--- config.mk ---
export PLATFORM = sky130hd
export DESIGN_NAME = alu_exec_stage
export DESIGN_NICKNAME = d
export VERILOG_FILES = /design/src/rtl/mips_alu_pkg.sv /design/src/rtl/alu_core.sv /design/src/rtl/alu_exec_stage.sv
export SDC_FILE = /design/constraint.sdc
export NUM_CORES = 1
export LEC_CHECK = 0
export ABC_CLOCK_PERIOD_IN_PS = 4200
export CAP_MARGIN = 15
export CORE_UTILIZATION = 50
export DETAILED_ROUTE_END_ITERATION = 10
export PLACE_DENSITY_LB_ADDON = 0.08
export SKIP_CTS_REPAIR_TIMING = 1
export SKIP_LAST_GASP = 1
export SYNTH_ARGS = -nofsm -noshare
export SYNTH_HDL_FRONTEND = slang
export SYNTH_SLANG_ARGS = --single-unit
--- constraint.sdc ---
create_clock -name clk -period 4.2 [get_ports clk]
set_input_delay 0.84 -clock clk [delete_from_list [all_inputs] [get_ports clk]]
set_output_delay 0.84 -clock clk [all_outputs]
set_load 0.005 [all_outputs]
--- src/rtl/mips_alu_pkg.sv ---
// mips_alu_pkg: shared ALU control encodings for the ALU control decoder and the execute stage
package mips_alu_pkg;
    // 3-bit ALU operation codes produced by the ALU control decoder
    localparam logic [2:0] ALU_AND = 3'b000;
    localparam logic [2:0] ALU_OR  = 3'b001;
    localparam logic [2:0] ALU_ADD = 3'b010;
    localparam logic [2:0] ALU_NOP = 3'b011;
    localparam logic [2:0] ALU_SUB = 3'b110;
    localparam logic [2:0] ALU_SLT = 3'b111;
    // R-type funct-field values the decoder maps onto the codes above
    localparam logic [5:0] FUNCT_ADD = 6'h20;
    localparam logic [5:0] FUNCT_SUB = 6'h22;
    localparam logic [5:0] FUNCT_AND = 6'h24;
    localparam logic [5:0] FUNCT_OR  = 6'h25;
    localparam logic [5:0] FUNCT_SLT = 6'h2A;
endpackage

--- src/rtl/alu_core.sv ---
// alu_core: combinational ALU, (alu_func, a, b) -> (result, zero[, ovf])
// Ports: alu_func op code, a/b operands, result, zero (result == 0),
// ovf signed overflow (present only when ALU_OVF_EN is defined).
module alu_core
    import mips_alu_pkg::*;
#(
    parameter int WIDTH = 32
) (
    input  logic [2:0]       alu_func,
    input  logic [WIDTH-1:0] a,
    input  logic [WIDTH-1:0] b,
    output logic [WIDTH-1:0] result,
    output logic             zero
`ifdef ALU_OVF_EN
    ,
    output logic             ovf
`endif
);
    logic [WIDTH-1:0] w_sum;
    logic [WIDTH-1:0] w_diff;
    logic             w_slt;
    assign w_sum  = a + b;
    assign w_diff = a - b;
    // Exact signed compare; the sign of a-b is wrong when the subtraction overflows
    assign w_slt  = $signed(a) < $signed(b);
    always_comb begin
        result = alu_func == ALU_ADD ? w_sum :
                 alu_func == ALU_SUB ? w_diff :
                 alu_func == ALU_AND ? (a & b) :
                 alu_func == ALU_OR  ? (a | b) :
                 alu_func == ALU_SLT ? {{(WIDTH-1){1'b0}}, w_slt} :
                 '0;
        zero = result == '0;
    end
`ifdef ALU_OVF_EN
    always_comb begin
        ovf = alu_func == ALU_ADD ? (a[WIDTH-1] == b[WIDTH-1]) && (w_sum[WIDTH-1] != a[WIDTH-1]) :
              alu_func == ALU_SUB ? (a[WIDTH-1] != b[WIDTH-1]) && (w_diff[WIDTH-1] != a[WIDTH-1]) :
              1'b0;
    end
`endif
endmodule

--- src/rtl/alu_exec_stage.sv ---
// alu_exec_stage: execute stage applying the ALU op code and registering the result toward EX/MEM
// Ports: clk, rst (sync, active-high); in_valid/in_ready/alu_func/a/b upstream handshake;
// flush discards all work; out_valid/out_ready/result/zero downstream handshake;
// ovf exists only when ALU_OVF_EN is defined.
// Storage is an output register plus a one-entry skid register so a downstream stall
// never drops a result that was accepted while in_ready was still high.
module alu_exec_stage
    import mips_alu_pkg::*;
#(
    parameter int WIDTH = 32
) (
    input  logic             clk,
    input  logic             rst,
    input  logic             in_valid,
    output logic             in_ready,
    input  logic [2:0]       alu_func,
    input  logic [WIDTH-1:0] a,
    input  logic [WIDTH-1:0] b,
    input  logic             flush,
    output logic             out_valid,
    input  logic             out_ready,
    output logic [WIDTH-1:0] result,
    output logic             zero
`ifdef ALU_OVF_EN
    ,
    output logic             ovf
`endif
);
    logic [WIDTH-1:0] w_res;
    logic             w_zero;
    logic             w_acc;
    logic             w_oload;
    logic             r_ov;
    logic [WIDTH-1:0] r_ores;
    logic             r_ozero;
    logic             r_sv;
    logic [WIDTH-1:0] r_sres;
    logic             r_szero;
`ifdef ALU_OVF_EN
    logic             w_ovf;
    logic             r_oovf;
    logic             r_sovf;
`endif

    alu_core #(.WIDTH(WIDTH)) u_core (
        .alu_func (alu_func),
        .a        (a),
        .b        (b),
        .result   (w_res),
        .zero     (w_zero)
`ifdef ALU_OVF_EN
        ,
        .ovf      (w_ovf)
`endif
    );

    // Ready comes straight from the skid flag, so it never depends on out_ready combinationally
    assign in_ready = !r_sv;
    assign w_acc    = in_valid && in_ready;
    assign w_oload  = !r_ov || out_ready;

    always_ff @(posedge clk) begin
        if (rst) begin
            r_ov    <= 1'b0;
            r_sv    <= 1'b0;
            r_ores  <= '0;
            r_ozero <= 1'b0;
            r_sres  <= '0;
            r_szero <= 1'b0;
`ifdef ALU_OVF_EN
            r_oovf  <= 1'b0;
            r_sovf  <= 1'b0;
`endif
        end else if (flush) begin
            r_ov <= 1'b0;
            r_sv <= 1'b0;
        end else if (w_oload) begin
            // The skid entry is older than any new input, so it drains first;
            // with the skid full in_ready is low and no input competes for OREG
            r_ov <= r_sv || w_acc;
            r_sv <= 1'b0;
            if (r_sv) begin
                r_ores  <= r_sres;
                r_ozero <= r_szero;
`ifdef ALU_OVF_EN
                r_oovf  <= r_sovf;
`endif
            end else if (w_acc) begin
                r_ores  <= w_res;
                r_ozero <= w_zero;
`ifdef ALU_OVF_EN
                r_oovf  <= w_ovf;
`endif
            end
        end else if (w_acc) begin
            r_sv    <= 1'b1;
            r_sres  <= w_res;
            r_szero <= w_zero;
`ifdef ALU_OVF_EN
            r_sovf  <= w_ovf;
`endif
        end
    end

    assign out_valid = r_ov;
    assign result    = r_ores;
    assign zero      = r_ozero;
`ifdef ALU_OVF_EN
    assign ovf       = r_oovf;
`endif
endmodule

==> impl_metrics.tcl <==
set metrics [dict create \
    pre_cts_ws_ps -511 \
    grt_pass1_wl_mm 46.5 \
    gp_congestion 1.01 \
    slew_headroom 0.405 \
    max_stage_delay_ps 500 \
    grt_use_total 0.348 \
    insertion_delay_ps 320 \
    combPwrFrac 0.505 \
    tns_ps 0 \
    clk_pin_slew_worst_paths_ps 50 \
    status "completed" \
    crit_path_start_kind "primary input" \
    clkPwrFrac 0.254 \
    grt_pass1_vias 9306 \
    synth_edf_count 0 \
    yosysSeqAreaShare 0.164 \
    endpoint_kind "register" \
    path_class "primary input to register" \
    tightest_slew_ps 893 \
    grt_max_degree 69 \
    period_needed_ps 4090 \
    ys_ff_latch 68 \
    hold_class "register to register" \
    drcViolationCount 0 \
    clock_skew_ps 4.17 \
    cpMaxStageDelayCell "clkdlybuf4s50_1" \
    r2r_cells 6 \
    worstPathCellList "clkdlybuf4s50_1, inv_1, ha_4, a21oi_1, a211oi_2, buf_4, o211ai_1, and3_4, buf_4, o41ai_1, nor4b_2, buf_4, nand3_1, nor4_2, nand4b_1, o41ai_2" \
    routed_wl_mm 30.5 \
    die_w_um 131 \
    yosys_most_used_dff "dfxtp_1" \
    period_share 0.974 \
    yosys_warnings 0 \
    hpwl_mm 24.0 \
    peakVddDrop_v 0.000233 \
    hold_violations 0 \
    cts_made_buffers 9 \
    nets 1683 \
    critPathRequiredTime_ps 4420 \
    io_buffers 106 \
    hold_path_depth 2 \
    synthesis.area_um2 8300 \
    drt.antenna.violating_nets 0 \
    internal_power_mw 1.79 \
    crit_family "simple AND/OR/NAND/NOR gates" \
    worstPathArrival_ps 4310 \
    power.density_nw_per_um2 232 \
    antenna_found_initial 0 \
    root_buffer "clkbuf_16" \
    drive_gt1_frac 0.246 \
    total_power_mw 2.80 \
    drt_iter0_drc 1025 \
    routed_via_density 5.88 \
    cp_max_fo 6 \
    die-area_um2 17100 \
    cpMostUsedCell "buf_4" \
    synth_top_area_frac 0.164 \
    cp.depth 16 \
    antenna_cells 0 \
    rows 46 \
    fmax_ghz 0.244 \
    power_frac_seq 0.242 \
    grt_util_met2 0.584 \
    fillCellCount 1300 \
    cts.sinks 68 \
    clk_path_buf_depth 2 \
    grt_overflow 0 \
    areaGrowthSynthToFinish_pct 45.2 \
    die_h_um 131 \
    cts_tree "done" \
    cts_htree_levels 3 \
    syn_inst 1202 \
    slew_viol_final 0 \
    setup_viol 0 \
    p_leak_nw 5.32 \
    use_met1 0.448 \
    vias 10200 \
    avgSynthCellArea_um2 6.90 \
    cap_violations 0 \
    rsz0062_at_grt "yes" \
    grtUsageMet3 0.0501 \
    ff2ff_setup_slack_ps 2030 \
    synth_nets 1372 \
    p_sw_frac 0.359 \
    p_sw_mw 1.00 \
    start_util 0.517 \
    dr.pass1.iters 5 \
    core-area_um2 16100 \
    ys_async_sr_fraction 0 \
    synthDistinctLibCells 82 \
    pin_count 107 \
    synth_area_leader_cell "dfxtp_1" \
    wl_per_cell_um 17.6 \
    busiest_layer "met2" \
    synth_area_leaders "dfxtp_1, ha_1, a21oi_1" \
    worst_slack_ps 108 \
    path_buf_inv 5 \
]
==> final cells by class <==
type	instances	area (µm²)	share of cell area
clock buffers	11	243	0.0201
clock inverters	2	37.5	0.00312
inverters	115	432	0.0358
multi-input cells	942	6600	0.548
flip-flops and latches	68	1360	0.113
well taps	216	270	0.0224
repair buffers	377	3100	0.258
==> cell families (layout without fill, tap and decap cells) <==
| kind of cell | Yosys count | in the layout | synth area share |
|---|---|---|---|
| buf+inv | 192 | 505 | 0.0911 |
| xor+xnor | 24 | 24 | 0.0253 |
| compound gates | 376 | 376 | 0.297 |
| flops | 68 | 68 | 0.164 |
| mux | 26 | 26 | 0.0314 |
| simple gates | 418 | 418 | 0.242 |
| fa+ha+maj | 98 | 98 | 0.150 |
==> worst register-to-register path: cells and delay by family, from the launching register on <==
kind	cells	cell delay (ps)
AOI/OAI and AO/OA	1	150
buffers and inverters	2	570
DFF	1	290
and+or+nand+nor	3	1090
==> power groups by stage <==
stage	registers [mW]	clock network [mW]	logic, mW
2_1_floorplan	0.689	0	0.664
3_3_place_gp	0.689	0	1.27
3_5_place_dp	0.689	0	1.29
4_1_cts	0.676	0.720	1.29
5_1_grt	0.678	0.744	1.52
6_report	0.676	0.710	1.41
==> per-layer routing <==
layer | routed length [µm] | vias to the layer above
met5 | 0 | -
met4 | 1040 | 0
met3 | 2490 | 84
met2 | 13900 | 511
met1 | 13000 | 4689
li1 | - | 4890
==> sequential cells by signal, summed over array words and instances, names as in the netlist <==
name,cells
out_valid,1
r_sres,32
r_sv,1
r_szero,1
result,32
zero,1
==> worst paths after layout <==
check / startpoint / endpoint
worst min register to register: result[16] / result[16]
worst min-delay path: result[16] / result[16]
worst max-delay path: a[3] / r_szero
worst max register to register: r_sv / result[24]
==> cell usage in the layout, fill, tap and decap left out, drive strengths merged, types with 9 or more instances in the layout <==
| cell type | instances |
|---|---|
| a211oi | 36 |
| a21o | 10 |
| a21oi | 116 |
| buf | 273 |
| clkbuf | 11 |
| clkdlybuf4s50 | 97 |
| dfxtp | 68 |
| ha | 96 |
| inv | 115 |
| mux2i | 26 |
| nand2 | 109 |
| nand2b | 22 |
| nand3 | 25 |
| nand4 | 14 |
| nor2 | 142 |
| nor2b | 13 |
| nor3 | 34 |
| nor4 | 16 |
| o211ai | 22 |
| o21ai | 77 |
| o22ai | 16 |
| o31ai | 12 |
| or3 | 9 |
| xnor2 | 21 |
==> cells in the mapped netlist, types with 7 or more instances <==
library cell and instances:
buf_2 16, xnor2_1 21, inv_1 114, o21a_1 8, a31oi_1 8, or3_1 8, nor2_1 140, a211oi_1 35
a2111oi_0 7, o211ai_1 22, a21o_1 10, nor2b_1 13, nand4_1 14, nor4_1 12, dfxtp_1 68, nand3_1 25
o221ai_1 7, a21oi_1 114, nand2_1 109, nand2b_1 21, o22ai_1 16, mux2i_1 26, ha_1 96, o21ai_0 74
o31ai_1 12, o21bai_1 7, clkbuf_1 57, nor3_1 34
==> stage by stage <==
step                cells   util  hold WS [ps]  instance area, µm²
floorplan            1202      -           436                8300
global placement     1709  0.701           437               11300
detailed placement   1709  0.701           444               11300
CTS                  1722  0.719           451               11500
global route         1731  0.750           470               12000
finish               1731  0.750           449               12000
(Power assumes the default switching activity.)
